[config.mk]
export PLATFORM = sky130hd
export DESIGN_NAME = serdes_tx_scheduler_flat
export DESIGN_NICKNAME = d
export VERILOG_FILES = /design/src/rtl/serdes_tx_pkg.sv /design/src/rtl/serdes_tx_scheduler_if.sv /design/src/rtl/serdes_slot_timer.sv /design/src/rtl/serdes_tx_scheduler.sv /design/src/flat_wrapper.sv
export SDC_FILE = /design/constraint.sdc
export NUM_CORES = 1
export LEC_CHECK = 0
export BUFFER_PORTS_ARGS = -buffer_cell sky130_fd_sc_hd__buf_2
export CAP_MARGIN = 15
export CORE_MARGIN = 2
export CORE_UTILIZATION = 40
export CTS_CLUSTER_DIAMETER = 150
export DETAILED_ROUTE_END_ITERATION = 12
export GPL_TIMING_DRIVEN = 0
export PLACE_DENSITY_LB_ADDON = 0.12
export SYNTH_ARGS = -nofsm -noshare
export SYNTH_HDL_FRONTEND = slang
export SYNTH_SLANG_ARGS = --single-unit
[constraint.sdc]
create_clock -name clk -period 2.1 [get_ports clk]
set_input_delay 0 -clock clk [delete_from_list [all_inputs] [get_ports clk]]
set_output_delay 0 -clock clk [all_outputs]
set_load 0.01 [all_outputs]
[src/rtl/serdes_tx_pkg.sv]
// Shared types and defaults for the serializer TX scheduler and its slot timer.
package serdes_tx_pkg;

  typedef enum logic [2:0] {
    StIdle,
    StPre,
    StData,
    StCksum,
    StPost
  } state_e;

  localparam logic [7:0]  FLAG_BYTE       = 8'h7E;
  localparam int unsigned DEF_PIN_NUM     = 5;
  localparam int unsigned DEF_SLOT_CYCLES = 10;

  // Width of a counter that runs 0..modulus-1, never narrower than one bit.
  function automatic int unsigned cnt_width(input int unsigned modulus);
    return (modulus < 2) ? 1 : $clog2(modulus);
  endfunction

endpackage

[src/rtl/serdes_tx_scheduler_if.sv]
// Upstream word stream (valid/ready) from the TX packet buffer to the scheduler.
interface serdes_tx_scheduler_if
  import serdes_tx_pkg::*;
#(
  parameter int unsigned PIN_NUM = DEF_PIN_NUM
);

  logic [8*PIN_NUM-1:0] s_data;
  logic                 s_valid;
  logic                 s_last;
  logic                 s_ready;

  modport master (output s_data, output s_valid, output s_last, input s_ready);
  modport slave  (input s_data, input s_valid, input s_last, output s_ready);

endinterface

[src/rtl/serdes_slot_timer.sv]
// Free-running symbol slot counter. decision_o marks the last clock of a slot;
// strobe_o is the registered load pulse in the first clock of the next slot.
module serdes_slot_timer
  import serdes_tx_pkg::*;
#(
  parameter int unsigned SLOT_CYCLES = DEF_SLOT_CYCLES
) (
  input  logic clk,
  input  logic rst,
  output logic decision_o,
  output logic strobe_o
);

  localparam int unsigned CntW = cnt_width(SLOT_CYCLES);
  localparam logic [CntW-1:0] CntMax = CntW'(SLOT_CYCLES - 1);

  logic [CntW-1:0] slot_cnt_q, slot_cnt_d;
  logic            strobe_q, strobe_d;

  // Wrap the slot counter and arm the strobe for the clock after the decision.
  always_comb begin
    slot_cnt_d = (slot_cnt_q == CntMax) ? '0 : slot_cnt_q + CntW'(1);
    strobe_d   = (slot_cnt_q == CntMax);
  end

  // Slot counter and strobe registers.
  always_ff @(posedge clk or posedge rst) begin
    if (rst) begin
      slot_cnt_q <= '0;
      strobe_q   <= 1'b0;
    end else begin
      slot_cnt_q <= slot_cnt_d;
      strobe_q   <= strobe_d;
    end
  end

  assign decision_o = (slot_cnt_q == CntMax);
  assign strobe_o   = strobe_q;

endmodule

[src/rtl/serdes_tx_scheduler.sv]
// Frames upstream packet words into serializer slots with 7E flag preamble,
// closing flags and idle fill. Optional feature macro SERDES_TX_CHECKSUM_EN
// appends a per-lane XOR checksum slot after the last word of each packet.
module serdes_tx_scheduler
  import serdes_tx_pkg::*;
#(
  parameter int unsigned PIN_NUM        = DEF_PIN_NUM,
  parameter int unsigned SLOT_CYCLES    = DEF_SLOT_CYCLES,
  parameter int unsigned PREAMBLE_FLAGS = 2,
  parameter int unsigned GAP_FLAGS      = 1
) (
  input  logic                 clk,
  input  logic                 rst,
  serdes_tx_scheduler_if.slave s,
  output logic [8*PIN_NUM-1:0] ser_datin,
  output logic                 ser_start,
  output logic [PIN_NUM-1:0]   ser_flag7E,
  output logic                 busy,
  output logic                 pkt_done,
  output logic                 err_underrun
);

  localparam int unsigned PreW = cnt_width(PREAMBLE_FLAGS);
  localparam int unsigned GapW = cnt_width(GAP_FLAGS);
  localparam logic [PreW-1:0] PreLast = PreW'((PREAMBLE_FLAGS == 0) ? 0 : PREAMBLE_FLAGS - 1);
  localparam logic [GapW-1:0] GapLast = GapW'(GAP_FLAGS - 1);
  localparam bit NoPreamble = (PREAMBLE_FLAGS == 0);

  typedef logic [8*PIN_NUM-1:0] word_t;

  state_e          state_q, state_d;
  logic [PreW-1:0] pre_cnt_q, pre_cnt_d;
  logic [GapW-1:0] gap_cnt_q, gap_cnt_d;
  logic            abort_q, abort_d;
  word_t           datin_q, datin_d;
  logic            flag_q, flag_d;
  logic            done_q, done_d;
  logic            urun_q, urun_d;
`ifdef SERDES_TX_CHECKSUM_EN
  word_t           xor_q, xor_d;
`endif
  logic            decision;
  logic            accept_state;

  serdes_slot_timer #(
    .SLOT_CYCLES (SLOT_CYCLES)
  ) u_slot_timer (
    .clk        (clk),
    .rst        (rst),
    .decision_o (decision),
    .strobe_o   (ser_start)
  );

  // Slots in which a word may be taken; without preamble IDLE accepts directly.
  assign accept_state = (state_q == StData) ||
                        ((state_q == StPre) && (pre_cnt_q == PreLast)) ||
                        (NoPreamble && (state_q == StIdle) && s.s_valid);
  assign s.s_ready    = decision && accept_state;

  // Slot FSM: every transition and slot load happens on a decision cycle only.
  always_comb begin
    state_d   = state_q;
    pre_cnt_d = pre_cnt_q;
    gap_cnt_d = gap_cnt_q;
    abort_d   = abort_q;
    datin_d   = datin_q;
    flag_d    = flag_q;
    done_d    = 1'b0;
    urun_d    = 1'b0;
`ifdef SERDES_TX_CHECKSUM_EN
    xor_d     = xor_q;
`endif
    if (decision) begin
      // Flag unless a data slot is loaded below; datin holds across flags.
      flag_d = 1'b1;
      if (accept_state) begin
        if (s.s_valid) begin
          flag_d  = 1'b0;
          datin_d = s.s_data;
`ifdef SERDES_TX_CHECKSUM_EN
          xor_d   = ((state_q == StIdle) ? '0 : xor_q) ^ s.s_data;
`endif
          if (s.s_last) begin
`ifdef SERDES_TX_CHECKSUM_EN
            state_d = StCksum;
`else
            state_d = StPost;
`endif
            gap_cnt_d = '0;
          end else begin
            state_d = StData;
          end
        end else begin
          // Upstream ran dry mid-packet: abort and close with flags only.
          urun_d    = 1'b1;
          abort_d   = 1'b1;
          state_d   = StPost;
          gap_cnt_d = '0;
        end
      end else begin
        unique case (state_q)
          StIdle: begin
            if (s.s_valid) begin
              state_d   = StPre;
              pre_cnt_d = '0;
              abort_d   = 1'b0;
`ifdef SERDES_TX_CHECKSUM_EN
              xor_d     = '0;
`endif
            end
          end
          StPre: pre_cnt_d = pre_cnt_q + PreW'(1);
`ifdef SERDES_TX_CHECKSUM_EN
          StCksum: begin
            flag_d    = 1'b0;
            datin_d   = xor_q;
            state_d   = StPost;
            gap_cnt_d = '0;
          end
`endif
          StPost: begin
            done_d = (gap_cnt_q == '0) && !abort_q;
            if (gap_cnt_q == GapLast) begin
              state_d = StIdle;
            end else begin
              gap_cnt_d = gap_cnt_q + GapW'(1);
            end
          end
          default: ;
        endcase
      end
    end
  end

  // State and registered serializer-side outputs.
  always_ff @(posedge clk or posedge rst) begin
    if (rst) begin
      state_q   <= StIdle;
      pre_cnt_q <= '0;
      gap_cnt_q <= '0;
      abort_q   <= 1'b0;
      datin_q   <= '0;
      flag_q    <= 1'b1;
      done_q    <= 1'b0;
      urun_q    <= 1'b0;
`ifdef SERDES_TX_CHECKSUM_EN
      xor_q     <= '0;
`endif
    end else begin
      state_q   <= state_d;
      pre_cnt_q <= pre_cnt_d;
      gap_cnt_q <= gap_cnt_d;
      abort_q   <= abort_d;
      datin_q   <= datin_d;
      flag_q    <= flag_d;
      done_q    <= done_d;
      urun_q    <= urun_d;
`ifdef SERDES_TX_CHECKSUM_EN
      xor_q     <= xor_d;
`endif
    end
  end

  assign ser_datin    = datin_q;
  assign ser_flag7E   = {PIN_NUM{flag_q}};
  assign busy         = (state_q != StIdle);
  assign pkt_done     = done_q;
  assign err_underrun = urun_q;

endmodule
[src/flat_wrapper.sv]
// flat-port wrapper written by rule: the top's interface ports become plain ports
module serdes_tx_scheduler_flat import serdes_tx_pkg::*;
#(
  parameter int unsigned PIN_NUM        = DEF_PIN_NUM,
  parameter int unsigned SLOT_CYCLES    = DEF_SLOT_CYCLES,
  parameter int unsigned PREAMBLE_FLAGS = 2,
  parameter int unsigned GAP_FLAGS      = 1
)
  (clk, rst, ser_datin, ser_start, ser_flag7E, busy, pkt_done, err_underrun, s_s_data, s_s_valid, s_s_last, s_s_ready);
  serdes_tx_scheduler_if #(.PIN_NUM(PIN_NUM)) s_i ();
  input  logic clk;
  input  logic rst;
  output logic [8*PIN_NUM-1:0] ser_datin;
  output logic ser_start;
  output logic [PIN_NUM-1:0] ser_flag7E;
  output logic busy;
  output logic pkt_done;
  output logic err_underrun;
  input wire logic [$bits(s_i.s_data)-1:0] s_s_data;
  input wire logic [$bits(s_i.s_valid)-1:0] s_s_valid;
  input wire logic [$bits(s_i.s_last)-1:0] s_s_last;
  output wire logic [$bits(s_i.s_ready)-1:0] s_s_ready;
  assign s_i.s_data = s_s_data;
  assign s_i.s_valid = s_s_valid;
  assign s_i.s_last = s_s_last;
  assign s_s_ready = s_i.s_ready;
  serdes_tx_scheduler #(.PIN_NUM(PIN_NUM), .SLOT_CYCLES(SLOT_CYCLES), .PREAMBLE_FLAGS(PREAMBLE_FLAGS), .GAP_FLAGS(GAP_FLAGS)) u_core (.clk(clk), .rst(rst), .s(s_i), .ser_datin(ser_datin), .ser_start(ser_start), .ser_flag7E(ser_flag7E), .busy(busy), .pkt_done(pkt_done), .err_underrun(err_underrun));
endmodule
# Word-level counts from Yosys, hierarchy flattened
# Index checks and enable logic that the tools add are counted.
# op_classes
div_mod_pow	0
n_addsub	3
n_eq_ne	9
mul	0
magnitude_cmp	0
muxes	24
reduce_logical	17
n_bitwise	2
shift	0
# ops
operator	n
1-bit two-way mux	16
3-bit two-way mux	5
4-bit AND reduction	3
2-bit nonzero test	4
3-bit != test (second input constant)	2
3-bit one-hot mux with 2 select lines	1
3-bit AND reduction	2
3-bit nonzero test	2
4-bit by 1-bit adder with 4-bit output (second input constant)	1
4-bit equality test (second input constant)	1
4-bit two-way mux	1
2-bit != test (second input constant)	2
3-bit by 1-bit equality test with 1-bit output (second input constant)	1
3-bit by 2-bit equality test with 1-bit output (second input constant)	1
3-bit equality test (second input constant)	1
1-bit logical AND	3
3-bit zero test	1
3-bit by 2-bit != test with 1-bit output (second input constant)	1
1-bit adder (second input constant)	2
1-bit NOT	2
1-bit one-hot mux with 2 select lines	1
1-bit zero test	1
1-bit logical OR	1
# totals
output_inout_bits	50
inputBits	44
mem_bits_ro	0
word_cells	65
latch_bits	0
mem_count	0
register_bits	54
ram_bits	0

# Logic depth before layout (Yosys ltp)
# Gate-level depths: netlist of the first run.
# depth
depth_word	5
ltp_mapped	5
depth_no_buf	4

# Cells and area by module
# From an unflattened synthesis of the first run, not the netlist that was laid out.
# unflattened
hier_cells	144
hier_area_um2	2143.3
# by_module_without_submodules
module	cells_per_inst	instances	area_per_inst_um2	seq_area_each_um2
serdes_tx_scheduler	127	1	1943.1	1202.4
serdes_slot_timer	17	1	200.2	125.1

# Worst setup path after synthesis of the first run
# Ideal clock, no wire load.
# synth_path
path_type	reg-to-reg
start	reg u_core.state_q[0]
end	reg u_core.datin_q[22] (netlist: u_core.ser_datin[22])
path_stages_with_launch	6
synth_period_minus_slack_ns	1.838
path_buffers	2
setup_ns	0.125
required_ns	1.975
slack_ns	0.262
t_arrival_ns	1.713
path_cell_list	dfrtp_1 > clkbuf_2 > nand2b_1 > a2111oi_4 > buf_6 > mux2_2
# synth_between
elab_chain_cells	4
elab_cells_between_ends	5
classes_between	eq/ne (2); reduce/logical (3)
# synth_lines
element	line_no	source
start: declaration	serdes_tx_scheduler.sv:31	state_e state_q, state_d;
start signal: assignment	serdes_tx_scheduler.sv:138	state_q <= StIdle;
start signal: assignment	serdes_tx_scheduler.sv:150	state_q <= state_d;
3-bit by 1-bit equality test with 1-bit output	serdes_tx_scheduler.sv:56	((state_q == StPre) && (pre_cnt_q == PreLast)) ||
1-bit logical AND	serdes_tx_scheduler.sv:56	
1-bit logical OR (*)	serdes_tx_scheduler.sv:55	assign accept_state = (state_q == StData) ||
3-bit AND reduction (no source line) (*)	--	
end signal: assignment	serdes_tx_scheduler.sv:154	datin_q <= datin_d;
end: declaration	serdes_tx_scheduler.sv:35	word_t datin_q, datin_d;
# Every way passes the cells marked *; elsewhere a longest branch is shown, timed or not.
# A chain may end at the register's enable or synchronous reset.

# Final worst setup path of the first run
# layout_path
start	reg u_core.state_q[1]
end	reg u_core.datin_q[33] (netlist: u_core.ser_datin[33])
# The elaborated chain is that of the path after synthesis.

==> impl_results.md, run 1 <==
* Outcome: finished clean
* Largest family of logic cells by synthesized area: multiplexers
* Final Power at 2130 uW
* Vias in the first global route at 1628
* Worst-path fanout max at 10
* Mapped Cells at roughly 150
* Post-Syn Nets at 189
* CTS clk-pin slew, worst paths at 90 ps
* Initial antenna violation count at 0
* Share of layout cells above drive strength 1 at 0.534
* Pin count of the biggest net entering global routing at 37
* Total track usage at 0.165
* Required time of the critical path at 2290 ps
* Net Sw Frac at 0.250
* Inserted Diodes at 0
* Worst VDD drop at 0.000339 V
* Crit end category: register
* Main synth FF type: dfrtp_1
* Power per cell area at 655 nW/um^2
* Leak Pwr at 0.00165 uW
* Critical R2R Launch: u_core.state_q[1]
* First-pass GRT wire length at 7800 microns
* Clock power frac at 0.286
* Seq/Total Area, Yosys at 0.617
* Num rows at 26
* H-tree depth reported by CTS at 2
* Die Span Y at 77.4 microns
* Post-synthesis register bit count at 53
* Post-synth top area share at 0.605
* Setup Viol. Count Final at 0
* Critical path startpoint: u_core.state_q[1]
* Initial Util at 0.419
* WL per Instance at between 10 and 15 microns
* Root Driver: clkbuf_8
* Synth area leaders: dfrtp_1 (60%), mux2_2 (20%), buf_6 (2.1%)
* Core footprint at 5140 sq um
* DRC viols at 0
* Int Pwr at 1600 uW
* RSZ-0062 raised after global routing: no
* Hold path startpoint: s_s_last
* Worst skew pair latency at approximately 310 ps
* Top cells by count, synth: dfrtp_1 (52), mux2_2 (38), inv_1 (7)
* Compound-Gate Fraction of Synth Area at 0.0477
* Arrival time at the worst endpoint at 2070 ps
* Cell Area, Synth at 2150 sq um
* Post-synthesis mux area share at 0.219
* Final hold violation count at 0
* Routed vias at 1631
* Cell taking the most area after synthesis: dfrtp_1
* Final period util at 0.897
* Final instance area at 3250 sq um
* Worst min path class: primary input to register
* Number of I/O pins at 94
* Cell Area, Placed at between 2000 and 3000 sq um
* Ys async rst share at 1.00
* 1st-iter DRT viols at 103
* # port buffers at 93
* Clock Tree Buf Depth at 2
* CP Class: register to register
* Setup ws final at 217 ps
* TritonCTS buffer count at 5
* Drt first pass iters at 4
* Gr ovfl total at 0
* Max-cap violations at 0
* Hold Path Depth at 3
* Worst Tran Pin Value at between 400 and 500 ps
* Adder-cell share of the synthesized area at 0
* Post-synth EDFFs at 0
* Total length of routed wires at 4690 microns
* Post-route ant nets at 0
* Worst slack, placed at 37.9 ps
* Comb pwr share at 0.188
* RD Place Congestion at 0.726
* Post-DP HPWL at 2990 microns
* Sequential Power Share at 0.526
* Post-layout minimum cycle time at between 1500 and 2000 ps
* WHS at 80.0 ps
* Setup TNS at 0 ps
* Simple-gate share of the synthesized area at 0.0593
* Layout Skew at 8.27 ps
* Horiz. Die Dim at 77.4 microns
* Cts repair resizes at 0
* Vias per cell at 4.53
* CP startpoint kind: register
* Clock sinks at 53
* Die area at 5980 sq um
* YS warnings at 0
* # nets final at 333
* Fmax at roughly 530 MHz
* Distinct cells, synth at 30
* Syn Area/Cell at approximately 15 sq um
* TritonCTS clock tree: yes
* Slew HR at 0.729
* Net Sw Power at 533 uW
* Path depth of the worst reg2reg path at 5
* Synth Area in XOR/XNOR at 0.00407
* Final max-slew violation count at 0
* Area Growth Syn to Fin at 51.2%
* Most common cell in the netlist: dfrtp_1
## through the flow
stage | cells | utilization
final | 360 | 0.633
after global routing | 360 | 0.633
after CTS | 359 | 0.631
after detailed placement | 309 | 0.530
after global placement | 308 | 0.526
after floorplan | 145 | -
## power by group through the flow
stage | sequential [uW] | clock [uW] | combinational (uW)
after global routing | 1130 | 679 | 437
after global placement | 1140 | 0 | 333
after detailed placement | 1140 | 0 | 339
after floorplan | 1170 | 0 | 170
after CTS | 1120 | 639 | 401
final | 1120 | 609 | 400
## placed cells by master, fill, tap and decap left out, types with 2 or more instances in the layout
master,count
buf_2,93
dfrtp_1,52
dlygate4sd3_1,42
mux2_2,38
inv_1,6
buf_4,6
clkbuf_8,6
buf_6,4
nor3_1,4
nor2_1,4
nand2_1,4
mux2_1,3
nor2b_1,2
a31oi_1,2
a22o_1,2
## flip-flops by register name, summed over array words and instances, names as in the netlist
signal                          cells
u_core.ser_datin                   40
u_core.u_slot_timer.slot_cnt_q      4
u_core.state_q                      3
u_core.abort_q                      1
u_core.err_underrun                 1
u_core.flag_q                       1
u_core.pkt_done                     1
u_core.pre_cnt_q                    1
u_core.u_slot_timer.strobe_o        1
## what timing repair did
item                                    in CTS  in global routing
hold buffers                                42                  0
pin swaps                                    1                  1
endpoints found under the hold margin       59                  0
setup buffers                                0                  1
endpoints found under the setup margin       1                 39
## metal layers
| metal | vias to the layer above | GRT usage | part of all wire | routed length, microns |
|---|---|---|---|---|
| met2 | 42 | 0.295 | 0.52 | 2420 |
| li1 | 792 | - | - | - |
| met3 | 9 | 0.0407 | 0.043 | 204 |
| met4 | 0 | 0.0607 | 0.018 | 86 |
| met5 | - | 0 | 0 | 0 |
| met1 | 788 | 0.192 | 0.42 | 1980 |
## kinds of logic after synthesis
group / count (synthesis)
mux: 42
flops: 53
buf+inv: 17
xor+xnor: 1
simple gates: 21
compound gates: 11
## path summary, 6_finish.rpt
kind | slack (ps) | end
min in group asynchronous | 230 | u_core.ser_datin[33]
worst min-delay path | 80 | u_core.state_q[2]
worst min register to register | 490 | u_core.ser_datin[25]
max in group asynchronous | 1350 | u_core.ser_datin[16]
worst max-delay path | 220 | u_core.ser_datin[33]
worst max register to register | 220 | u_core.ser_datin[33]
## critical path, cell delays in order (launching register included)
cell and delay (ps):
dfrtp_1 440, nand3b_1 240, a2111oi_4 360, buf_4 210, buf_6 160, mux2_2 350
## final cells by class
type	instances	area [sq um]
Tap cell	70	87.6
Buffer	10	87.6
Clock inverter	2	17.5
Inverter	7	26.3
Sequential cell	53	1330
Fill cell	418	1890
Multi-Input combinational cell	75	711
Clock buffer	6	82.6
Timing Repair Buffer	137	913
Note: power is estimated with default switching activity, not from simulation.
==> run 2: changes to the inputs <==
--- a/config.mk
+++ b/config.mk
@@ -5,6 +5,7 @@
 export SDC_FILE = /design/constraint.sdc
 export NUM_CORES = 1
 export LEC_CHECK = 0
+export ABC_AREA = 1
 export BUFFER_PORTS_ARGS = -buffer_cell sky130_fd_sc_hd__buf_2
 export CAP_MARGIN = 15
 export CORE_MARGIN = 2
==> constraint.sdc (replaced) <==
create_clock -name clk -period 2.2 [get_ports clk]
set_input_delay 0 -clock clk [delete_from_list [all_inputs] [get_ports clk]]
set_output_delay 0 -clock clk [all_outputs]
set_load 0.01 [all_outputs]
==> run 2 against run 1 <==
Compared with the run above: total power increased by 21%; sequential cell count unchanged; register-to-register slack improved by 490 ps; sequential power increased by 4%; synthesized cell count increased by 70%; clock power increased by 11%; count of clock-buffer cells in the layout increased by 1; worst setup slack improved by 280 ps; first-iteration DRC count decreased by 19%; die area increased by 5.8%; clock skew decreased by 3.9 ps; non-clock buffer count increased by 5; largest cell class unchanged.
==> impl_results.md, run 2 <==
* Outcome: finished clean
* Commonest non-fill, non-tap cell in the layout: buf_2
* Total track usage at 0.185 (+0.0198)
* Post-DP HPWL at 3640 microns (+22%)
* Core footprint at 5510 sq um (+7.1%)
* DRC viols at 0 (unchanged)
* WP depth at 7 (+2)
* H-tree depth reported by CTS at 2 (unchanged)
* Worst R2R Setup Slack at 710 ps (+490 ps)
* Slowest stage delay, CP at 430 ps (about the same)
* Most common cell in the netlist: nand2_1
* RD Place Congestion at 0.846 (+17%)
* Pin count of the biggest net entering global routing at 36 (-2.7%)
* Worst min path class: primary input to register
* Fmax at 588 MHz
* Power per cell area at 761 nW/um^2 (+16%)
* Worst path most repeated cell: nand2_1
* Required time of the critical path at 2200 ps (-90 ps)
* Seq/Total Area, Yosys at 0.581 (-0.0358)
* Worst skew pair latency at 300 ps (about the same)
* Post-route ant nets at 0 (unchanged)
* TritonCTS buffer count at 5 (unchanged)
* Path depth of the worst reg2reg path at 8 (+3)
* Initial Util at 0.415 (-0.00379)
* Clock sinks at 53 (unchanged)
* First-pass GRT wire length at 9190 microns (+18%)
* Layout Skew at 4.37 ps (-3.90 ps)
* Vias per cell at 4.53 (about the same)
* WL per Instance at 12.0 microns (-7.6%)
* Setup TNS at 0 ps (unchanged)
* Final hold violation count at 0 (unchanged)
* Critical Path, Cell by Cell: inv_1 -> nand2_1 -> nand2_1 -> nand2_4 -> nor2_4 -> buf_6 -> buf_2
* Placed Cells at 412 (+33%)
* Share of layout cells above drive strength 1 at 0.324 (-0.211)
* Synth area leaders: dfrtp_1 (57%), nand2_1 (15%), nand3_1 (11%)
* Slew HR at 0.720 (-0.00923)
* GRT Max-Usage Layer: met2
* WHS at 2.67 ps (-77.4 ps)
* Initial antenna violation count at 0 (unchanged)
* Clock Tree Buf Depth at 2 (unchanged)
* CTS clk-pin slew, worst paths at 90 ps (about the same)
* Final max-slew violation count at 0 (unchanged)
* Cell Area, Synth at 2280 sq um (+6.2%)
* Inserted Diodes at 0 (unchanged)
* CP startpoint kind: register
* Crit end category: output port
* Die Span Y at 79.6 microns (+2.9%)
* Ys async rst share at 1.00 (unchanged)
* Drt first pass iters at 5 (+1)
* Max-cap violations at 0 (unchanged)
* Total length of routed wires at 5550 microns (+18%)
* # nets final at 432 (+30%)
* Post-synth top area share at 0.570 (-0.0351)
* Die area at 6330 sq um (+5.8%)
* Worst VDD drop at 0.000386 V (+14%)
* # port buffers at 92 (-1.1%)
* Final non-filler cell total at 461 (+28%)
* Setup Fix Bufs, Post-CTS at 0 (unchanged)
* Vias in the first global route at 2054 (+26%)
* Main synth FF type: dfrtp_1
* Setup Viol. Count Final at 0 (unchanged)
* Number of I/O pins at 94 (unchanged)
* Worst slack, placed at 746 ps (+708 ps)
* CP Class: register to output port
* Hold Path Depth at 4 (+1)
* Setup ws final at 498 ps (+281 ps)
* Global routing usage on met3 at 0.0407 (about the same)
* Gr ovfl total at 0 (unchanged)
* Post-layout minimum cycle time at 1700 ps
* TritonCTS clock tree: yes
* Final Power at 2570 uW (+21%)
* Final period util at 0.774
* Mapped Cells at 247 (+70%)
* Arrival time at the worst endpoint at 1700 ps (-370 ps)
* Num rows at 27 (+3.8%)
* Crit-path leading delay family: simple AND/OR/NAND/NOR gates
* YS warnings at 0 (unchanged)
* Routing usage on met1 at 0.236 (+0.0443)
* Most frequent cells in the layout: buf_2 (97), nand2_1 (93), dfrtp_1 (52)
* Distinct cells, synth at 20 (-33%)
* Post-Syn Nets at 291 (+54%)
* Syn Area/Cell at 9.25 sq um (-38%)
* Horiz. Die Dim at 79.6 microns (+2.9%)
* WP buf/inv at 3 (+1)
* Area Growth Syn to Fin at 48.0%
* 1st-iter DRT viols at 83 (-19%)
* Post-synthesis register bit count at 53 (unchanged)
* Worst-path fanout max at 10 (unchanged)
* Root Driver: clkbuf_8
* Slowest stage cell, crit path: dfrtp_1
* RSZ-0062 raised after global routing: no
* Routed vias at 2087 (+28%)
* Max FFs per register at 40 (unchanged)
* Worst Tran Pin Value at 419 ps (+13.8 ps)
* Met2 GRT Util at 0.315 (+0.0203)
* Cell taking the most area after synthesis: dfrtp_1
* Top cells by count, synth: nand2_1 (93), dfrtp_1 (52), nand3_1 (50)
* Post-synth EDFFs at 0 (unchanged)
* Leak Pwr at 0.00190 uW (+15%)
run 2: cell types whose count changed in the layout (fill, tap and decap cells not counted), moves of 3 or more:
cell,change
buf_2,+4
buf_6,+4
inv_1,+4
mux2_1,-3
mux2_2,-38
nand2_1,+89
nand3_1,+49
nor2_1,+3
nor3_1,-4
run 2: final timing paths:
path | startpoint | endpoint
min reg2reg | u_core.abort_q | u_core.pkt_done
min | s_s_last | u_core.state_q[2]
max reg2reg | u_core.state_q[1] | u_core.ser_datin[22]
min in group asynchronous | rst | u_core.u_slot_timer.strobe_o
max in group asynchronous | rst | u_core.flag_q
max | u_core.state_q[1] | s_s_ready
run 2: kinds of logic (layout without fill, tap and decap cells):
logic type / Yosys count / after routing / share of synthesized area
AO/OA/AOI/OAI: 4 / 4 / 0.00876
flip-flops: 53 / 53 / 0.581
XOR/XNOR: 2 / 2 / 0.00767
buffers and inverters: 29 / 171 / 0.0849
AND/OR/NAND/NOR: 159 / 159 / 0.318
run 2: routing by layer:
layer / wire length (microns) / share of wire
met5: 0 / 0
met4: 56 / 0.010
met3: 315 / 0.057
met2: 2630 / 0.47
met1: 2550 / 0.46
run 2: metrics by stage:
stage                     area, sq um  utilization
after floorplan                  2280            -
after global placement           2840        0.515
after detailed placement         2860        0.519
after CTS                        3380        0.614
after global routing             3380        0.614
final                            3380        0.614
run 2: worst register-to-register path, delay by kind of cell (launching register included):
kind                   cells  cell delay (ps)
buffers and inverters      2              280
DFF                        1              430
and+or+nand+nor            6              730
run 2: area by class of cell:
cell class / count / area (sq um)
sequential: 53 / 1330
tap: 72 / 90.1
clock buffer: 7 / 86.3
timing repair buffer: 134 / 891
inverter: 11 / 41.3
clock inverter: 1 / 30.0
buffer: 18 / 153
multi-input combinational: 165 / 763
fill: 500 / 2120
run 2: where the power goes:
group	internal, uW	total [uW]	leakage, uW	switching, uW
sequential	1100	1160	0.000671	63.5
combinational	333	741	0.00117	408
clock	371	675	0.0000585	304
run 2: timing repair:
item / CTS / global route
hold endpoints to repair: 58 / 0
hold buffers: 41 / 0
gates resized for setup: 0 / 0
endpoints found under the setup margin: 0 / 0
